## src/rtl/input_bank_pkg.sv

```systemverilog
// Shared constants and types for memory-mapped input banks.
// Holds region base addresses, the load-type encoding and the data width.
package input_bank_pkg;

  localparam int unsigned DATA_W = 32;

  // Region bases; only addr[15:4] participates in region select
  localparam logic [15:0] SW_BASE   = 16'h7000;
  localparam logic [15:0] BTN_BASE  = 16'h7010;
  localparam logic [15:0] FLAG_BASE = 16'h7800;
  localparam logic [15:0] SNAP_BASE = 16'h7810;

  // RISC-V load funct3 encodings
  typedef enum logic [2:0] {
    F3_LB  = 3'b000,
    F3_LH  = 3'b001,
    F3_LW  = 3'b010,
    F3_LBU = 3'b100,
    F3_LHU = 3'b101
  } funct3_e;

endpackage

```

## src/rtl/input_bank_load_formatter.sv

```systemverilog
// Purely combinational RISC-V load formatter, reusable by any read-only bank.
// Ports:
//   word     - 32-bit source word of the selected region
//   addr_lo  - byte offset addr[1:0]
//   funct3   - load type (LB/LH/LW/LBU/LHU; anything else yields 0)
//   result_c - formatted load data
module load_formatter
  import input_bank_pkg::*;
(
  input  logic [DATA_W-1:0] word,
  input  logic [1:0]        addr_lo,
  input  logic [2:0]        funct3,
  output logic [DATA_W-1:0] result_c
);

  logic [7:0]  byte_v;
  logic [15:0] half_v;

  // Byte lane by addr[1:0]; half lane by addr[1] only, so misaligned halves align down
  always_comb begin
    byte_v = 8'(word >> {addr_lo, 3'b000});
    half_v = addr_lo[1] ? word[31:16] : word[15:0];
  end

  always_comb begin
    result_c = '0;
    case (funct3)
      F3_LB:   result_c = {{24{byte_v[7]}}, byte_v};
      F3_LH:   result_c = {{16{half_v[15]}}, half_v};
      F3_LW:   result_c = word;
      F3_LBU:  result_c = {24'b0, byte_v};
      F3_LHU:  result_c = {16'b0, half_v};
      default: result_c = '0;
    endcase
  end

endmodule

```

## src/rtl/input_bank.sv

```systemverilog
// Read-only memory-mapped input peripheral (LSU MA stage).
// Registers switches and buttons, keeps a sticky button-event flag cleared by
// o_ACK, and returns funct3-formatted load data to the LSU read mux.
// Optional macro: INPUT_SYNC_EN adds a two-flop synchronizer ahead of sw_q/btn_q
// (3-cycle input-to-read latency); undefined gives a single stage (1 cycle).
// Ports:
//   i_clk, i_rst      - clock, async active-high reset
//   i_io_sw, i_io_btn - raw switch / button levels (1 = pressed)
//   i_lsu_addr        - LSU byte address
//   i_lsu_wren        - LSU store strobe (stores are ignored)
//   i_lsu_rden        - LSU load strobe
//   o_ACK             - flag-acknowledge input from the CPU
//   funct3            - load type
//   input_buffer_out  - combinational formatted load data
module input_bank
  import input_bank_pkg::*;
#(
  parameter int unsigned SW_W  = 32,
  parameter int unsigned BTN_W = 4
) (
  input  logic              i_clk,
  input  logic              i_rst,
  input  logic [SW_W-1:0]   i_io_sw,
  input  logic [BTN_W-1:0]  i_io_btn,
  input  logic [31:0]       i_lsu_addr,
  input  logic              i_lsu_wren,
  input  logic              i_lsu_rden,
  input  logic              o_ACK,
  input  logic [2:0]        funct3,
  output logic [DATA_W-1:0] input_buffer_out
);

  logic [SW_W-1:0]   sw_q;
  logic [BTN_W-1:0]  btn_q;
  logic [BTN_W-1:0]  btn_prev;
  logic              evt_flag;
  logic [BTN_W-1:0]  evt_snap;
  logic [BTN_W-1:0]  rise;
  logic [SW_W-1:0]   sw_src;
  logic [BTN_W-1:0]  btn_src;

  logic              hit;
  logic [DATA_W-1:0] word;
  logic [DATA_W-1:0] fmt_data;
  logic              unused_addr;

`ifdef INPUT_SYNC_EN
  logic [SW_W-1:0]  sw_s1, sw_s2;
  logic [BTN_W-1:0] btn_s1, btn_s2;

  // Two-flop synchronizer for asynchronous board inputs
  always_ff @(posedge i_clk or posedge i_rst) begin
    if (i_rst) begin
      sw_s1  <= '0;
      sw_s2  <= '0;
      btn_s1 <= '0;
      btn_s2 <= '0;
    end else begin
      sw_s1  <= i_io_sw;
      sw_s2  <= sw_s1;
      btn_s1 <= i_io_btn;
      btn_s2 <= btn_s1;
    end
  end

  assign sw_src  = sw_s2;
  assign btn_src = btn_s2;
`else
  assign sw_src  = i_io_sw;
  assign btn_src = i_io_btn;
`endif

  assign rise = btn_q & ~btn_prev;

  // Input registers, edge history and sticky event flag (set beats ACK)
  always_ff @(posedge i_clk or posedge i_rst) begin
    if (i_rst) begin
      sw_q     <= '0;
      btn_q    <= '0;
      btn_prev <= '0;
      evt_flag <= 1'b0;
      evt_snap <= '0;
    end else begin
      sw_q     <= sw_src;
      btn_q    <= btn_src;
      btn_prev <= btn_q;
      if (|rise) begin
        evt_flag <= 1'b1;
        evt_snap <= btn_q;
      end else if (o_ACK) begin
        evt_flag <= 1'b0;
      end
    end
  end

  // Region decode on addr[15:4]; addr[3:2] ignored so each region mirrors its word
  always_comb begin
    hit  = 1'b0;
    word = '0;
    if (i_lsu_addr[31:16] == 16'h0) begin
      if (i_lsu_addr[15:4] == SW_BASE[15:4]) begin
        hit  = 1'b1;
        word = DATA_W'(sw_q);
      end else if (i_lsu_addr[15:4] == BTN_BASE[15:4]) begin
        hit  = 1'b1;
        word = DATA_W'(btn_q);
      end else if (i_lsu_addr[15:4] == FLAG_BASE[15:4]) begin
        hit  = 1'b1;
        word = DATA_W'(evt_flag);
      end else if (i_lsu_addr[15:4] == SNAP_BASE[15:4]) begin
        hit  = 1'b1;
        word = DATA_W'(evt_snap);
      end
    end
  end

  assign unused_addr = ^i_lsu_addr[3:2];

  load_formatter u_fmt (
    .word     (word),
    .addr_lo  (i_lsu_addr[1:0]),
    .funct3   (funct3),
    .result_c (fmt_data)
  );

  assign input_buffer_out = (i_lsu_rden && !i_lsu_wren && hit) ? fmt_data : '0;

endmodule

```

## config.mk

```make
export PLATFORM = sky130hd
export DESIGN_NAME = input_bank
export DESIGN_NICKNAME = d
export VERILOG_FILES = /design/src/rtl/input_bank_pkg.sv /design/src/rtl/input_bank_load_formatter.sv /design/src/rtl/input_bank.sv
export SDC_FILE = /design/constraint.sdc
export NUM_CORES = 1
export LEC_CHECK = 0
export CAP_MARGIN = 10
export CORE_MARGIN = 2
export CORE_UTILIZATION = 42
export CTS_CLUSTER_SIZE = 40
export DETAILED_ROUTE_END_ITERATION = 6
export PLACE_DENSITY = 0.8
export SYNTH_ARGS = -nofsm -noshare
export SYNTH_HDL_FRONTEND = slang
export SYNTH_SLANG_ARGS = --single-unit
```

## constraint.sdc

```tcl
create_clock -name i_clk -period 3.9 [get_ports i_clk]
set_input_delay 1.17 -clock i_clk [delete_from_list [all_inputs] [get_ports i_clk]]
set_output_delay 1.17 -clock i_clk [all_outputs]
set_load 0.02 [all_outputs]
```

**Word-level counts from Yosys, hierarchy flattened**

Cells that the tools add are included.

- Input port bits: 76
- Output and inout bits: 32
- Bits in registers: 45

- Bitwise gates (word level): 2
- Reduce and logical (&&, ||, !) cells: 7
- Muxes and demuxes: 15
- Shift-type cells: 1
- Equality and inequality tests: 8

Operator list:

| operator | number |
|---|---|
| case mux 32 bit (5 select lines) | 1 |
| 2-to-1 mux 32 bit | 3 |
| == test 12 x 11 -> 1 bit (second input constant) | 4 |
| right shift 32 x 5 -> 8 bit | 1 |
| zero test 16 bit | 1 |
| 2-to-1 mux 16 bit | 1 |
| 2-to-1 mux 4 bit | 3 |
| 2-to-1 mux 1 bit | 7 |
| == test 3 bit (second input constant) | 2 |
| bitwise AND 4 bit | 1 |
| NOT 4 bit | 1 |
| OR reduction 4 bit | 1 |
| == test 3 x 1 -> 1 bit (second input constant) | 1 |
| == test 3 x 2 -> 1 bit (second input constant) | 1 |
| zero test 3 bit | 1 |
| logical AND 1 bit | 2 |
| nonzero test 2 bit | 1 |
| zero test 1 bit | 1 |

**Logic depth before layout (Yosys ltp)**

- Depth after elaboration: 9
- Gate-level depth with buffers: 7
- Depth with buffers taken out: 5

**By module**

From an unflattened synthesis, not the netlist that was laid out.

- Cell total of the unflattened synthesis: 343
- Area total of the unflattened synthesis: 2910.3 µm²

By module, submodules not included:

| module | sequential area each (µm²) | cells each | area each (µm²) | instances |
|---|---|---|---|---|
| input_bank | 1126.1 | 229 | 2055.7 | 1 |
| load_formatter | 0.0 | 114 | 854.6 | 1 |

**Worst setup path before layout**

No wires, ideal clock.

- Path type: in2out
- From: input i_lsu_addr[5]
- To: output input_buffer_out[16]
- Stages: 6
- Path slack: -192 ps
- Arrival: 2922 ps
- Cells stage by stage: nor4b_2 -> nand4b_2 -> or4_1 -> buf_2 -> buf_6 -> a211oi_1

- Longest elaborated chain between the ends: 8
- Elaborated cells between the ends (all ways): 16
- Those cells by class: 4 x eq/ne; 1 x shift; 10 x mux; 1 x reduce/logical

Ends and longest elaborated chain:

| item | line | source |
|---|---|---|
| from (decl) | input_bank.sv:25 | `input logic [31:0] i_lsu_addr,` |
| parallel branches: the longest is 7 deep, another holds 2-to-1 mux 32 bit | -- |  |
| 2-to-1 mux 32 bit (*) | input_bank.sv:126 | `assign input_buffer_out = (i_lsu_rden && !i_lsu_wren && hit) ? fmt_data : '0;` |
| to (decl) | input_bank.sv:30 | `output logic [DATA_W-1:0] input_buffer_out` |

Mark *: on every way between the ends.

**Final worst setup path**

- From: input i_lsu_addr[19]
- To: output input_buffer_out[13]

- Longest elaborated chain between the ends: 5
- Elaborated cells between the ends (all ways): 8
- Those cells by class: 1 x shift; 5 x mux; 2 x reduce/logical

Ends and longest elaborated chain:

| item | line | source |
|---|---|---|
| zero test 16 bit (*) | input_bank.sv:100 | `if (i_lsu_addr[31:16] == 16'h0) begin` |
| 2-to-1 mux 32 bit | input_bank.sv:100 |  |
| right shift 32 x 5 -> 8 bit or 2-to-1 mux 16 bit (tied branches) | input_bank_load_formatter.sv:21, input_bank_load_formatter.sv:22 |  |
| case mux 32 bit (5 select lines) | input_bank_load_formatter.sv:27 | `case (funct3)` |
| 2-to-1 mux 32 bit (*) | input_bank.sv:126 |  |

Every way passes the cells marked *; elsewhere a longest branch is shown, timed or not.

==> run_results.csv <==
group,metric,value,unit
clock_network,clockRootBuffer,"clkbuf_8",
placed_design,gp_congestion,0.953,
floorplanning,die_h,78.8,microns
floorplanning,start_util,0.432,
yosys,synthMuxAreaShare,0.0745,
yosys,synth_area,2350,sq um
critical_path,worstPathCellList,"buf_2, nor4_4, nand4_1, or4_4, buf_16, a211oi_2, buf_4",
timing,setup_viol,28,
detailed_routing,drt_wl_total,8.95,mm
flow_run,maxCapViolCount,0,
detailed_routing,ant_nets,0,
critical_path,endpoint_kind,"primary output",
clock_network,cts_hold_buf,0,
yosys,ys.flop_type,"dfrtp_1",
critical_path,critPathBufInv,3,
detailed_routing,drc,0,
critical_path,slowest_stage,"or4_4",
critical_path,startpoint_type,"primary input",
yosys,synth_top_family_by_area,"compound AO/OA/AOI/OAI gates",
finish,diodes,0,
yosys,synth_top_area_share,0.479,
yosys,synth_most_common_cell,"dfrtp_1",
timing,period_needed,4.09,ns
yosys,synth-xor-area-share,0,
finish,area_delta_synth_final,83.2,%
finish,fin_nets,439,
yosys,ys_warn_count,0,
floorplanning,dieArea,6210,sq um
yosys,yosys.area_share.adder,0,
critical_path,required,2.73,ns
clock_network,cts_buffers,5,
timing,timing.final.crit_share,1.05,
grt,grt_pass1_wl,14.0,mm
yosys,synthArstFlopShare,1.00,
critical_path,path_delay_family,"simple AND/OR/NAND/NOR gates",
yosys,ys_top_cells_by_area,"dfrtp_1 48%, a211oi_2 8.0%, mux2i_1 5.5%",
worst_hold_path,hp-class,"reg2reg",
detailed_routing,vias,2559,
timing,fmax,245,MHz
clock_network,clkLatencyLatePin,0.31,ns
yosys,syn-instance-count,225,
detailed_routing,via_per_inst,5.87,
detailed_routing,dr.pass1.iters,5,
yosys,yosysTopAreaCell,"dfrtp_1",
clock_network,clock-sinks,45,
critical_path,crit_fanout,11,
timing,relSlewSlack,0.515,
yosys,ys_seq_elements,45,
power,ir_drop,0.000213,V
yosys,synth_seq_area_share,0.479,
detailed_routing,drtIter0Drc,265,
detailed_routing,wl_per_cell,20.5,microns
yosys,synth-compound-area-share,0.233,
yosys,synth-simple-area-share,0.171,
placed_design,io_buffer_count,105,
clock_network,cts_tree,"done",
power,leakage,1.74,nW
placed_design,dp_hpwl,5.46,mm
clock_network,path_clk_slew,0.08,ns
finish,drive_gt1_frac,0.442,
yosys,synth_edf_count,0,
yosys,avgSynthCellArea,10.4,sq um
timing,rsz0062_at_grt,"true",
grt,grt_max_degree,27,
critical_path,crit_path_max_incr_delay,0.62,ns
placed_design,dp_cells,415,
yosys,ys_types,41,
clock_network,clock_path_buffers,2,
floorplanning,die_width,78.8,microns
grt,track_usage,0.296,
timing,finalHoldViolCount,0,
floorplanning,fp-row-count,27,
clock_network,cts_max_level,2,
floorplanning,io_pins,108,
finish,fin_cells,436,
critical_path,arrival,2.92,ns
yosys,syn-num-nets,301,
timing,worst_slew_pin_slew,0.720,ns
run_status,status,"finished with violations",
power,cellPowerDensity,253,nW/um^2
floorplanning,fp.coreArea,5440,sq um
finish,fin_util,0.792,
timing,finalWorstSetupSlack,-0.189,ns
run_status,failed_checks,"setup timing",
grt,grt_antenna_before_repair,0,
timing,finalMaxSlewViolations,0,
grt,overflow,0,
yosys,yosys-top-cells-count,"45 x dfrtp_1, 26 x nand2_1, 18 x nor2_1, 15 x a211oi_2, 13 x mux2i_1",
timing,finClkSkew,0.00790,ns
critical_path,crit_type,"in2out",
grt,grt_pass1_vias,2712,
==> worst reg2reg max path, stage by stage, from the launching register on <==
cell and delay, ns:
dfrtp_1 0.45, a222oi_1 0.56, o21ai_0 0.44, mux2_2 0.39
==> through the flow <==
stage	hold slack, ns	setup TNS, ns	instance area (sq um)	setup WS (ns)	power [mW]
floorplan	0.389	-0.650	2500	-0.0922	0.592
global placement	0.412	-32.99	3800	-1.18	0.705
detailed placement	0.425	-33.53	3800	-1.17	0.711
CTS	0.441	-3.19	4250	-0.164	1.07
global route	0.467	-6.31	4310	-0.266	1.13
finish	0.436	-4.07	4310	-0.189	1.09
==> cell families after synthesis <==
| group | Yosys count |
|---|---|
| simple gates | 73 |
| compound gates | 67 |
| flops | 45 |
| buf+inv | 23 |
| mux | 17 |
==> area by class of cell <==
class	instances	area, sq um
clock buffers	5	68.8
clock inverters	3	43.8
fillers	332	1130
inverters	7	26.3
multi-input cells	157	1480
flip-flops and latches	45	1130
well taps	72	90.1
repair buffers	147	1470
==> registers in the layout, indices dropped and copies added (netlist names) <==
register,count
evt_snap,4
btn_prev,4
btn_q,4
evt_flag,1
sw_q,32
==> routing by layer <==
layer,global-route usage,wire (microns),part of all wire,vias up
met5,0,0,0,-
met3,0.0705,966,0.11,31
met2,0.494,4370,0.49,184
met4,0.121,310,0.035,0
met1,0.371,3300,0.37,1251
li1,-,-,-,1093
==> path summary, 6_finish.rpt <==
check | slack (ns) | to | start | cells past startpoint
min in group asynchronous | 1.18 | evt_snap[3] | i_rst | 2
setup reg to reg | 1.96 | evt_snap[1] | btn_q[0] | 3
setup / recovery | -0.19 | input_buffer_out[13] | i_lsu_addr[19] | 7
hold / removal | 0.44 | btn_prev[2] | btn_q[2] | 0
max in group asynchronous | 1.99 | sw_q[22] | i_rst | 3
hold reg to reg | 0.44 | btn_prev[2] | btn_q[2] | 0
==> report_power, final <==
part / internal (mW) / switching, mW / total, mW
registers: 0.493 / 0.0197 / 0.512
clock network: 0.192 / 0.171 / 0.363
logic: 0.115 / 0.0986 / 0.213
==> cells in the final DEF, fill, tap and decap left out, drive strengths merged, types with 2 or more instances in the layout <==
master / count
o22ai: 2
a21oi: 9
mux2: 4
clkinv: 2
or4: 2
or2: 2
a221oi: 2
nand3: 4
inv: 7
nor2: 18
buf: 92
clkbuf: 8
a22oi: 11
nor4b: 2
o21ai: 6
a2bb2oi: 3
a211oi: 26
dlygate4sd2: 7
clkdlybuf4s50: 40
clkdlybuf4s15: 4
o21bai: 2
nor4: 5
nand2: 26
dfrtp: 45
mux2i: 13
nor3: 2
nor2b: 2
nand2b: 3
nand4b: 2
==> repair_timing <==
action                                  CTS  global route
buffers inserted                          8             1
pin swaps                                24            13
resized for setup                       305            30
endpoints found under the setup margin   32            32
gates cloned                              6             0
Power figures use the tool's default switching activity.
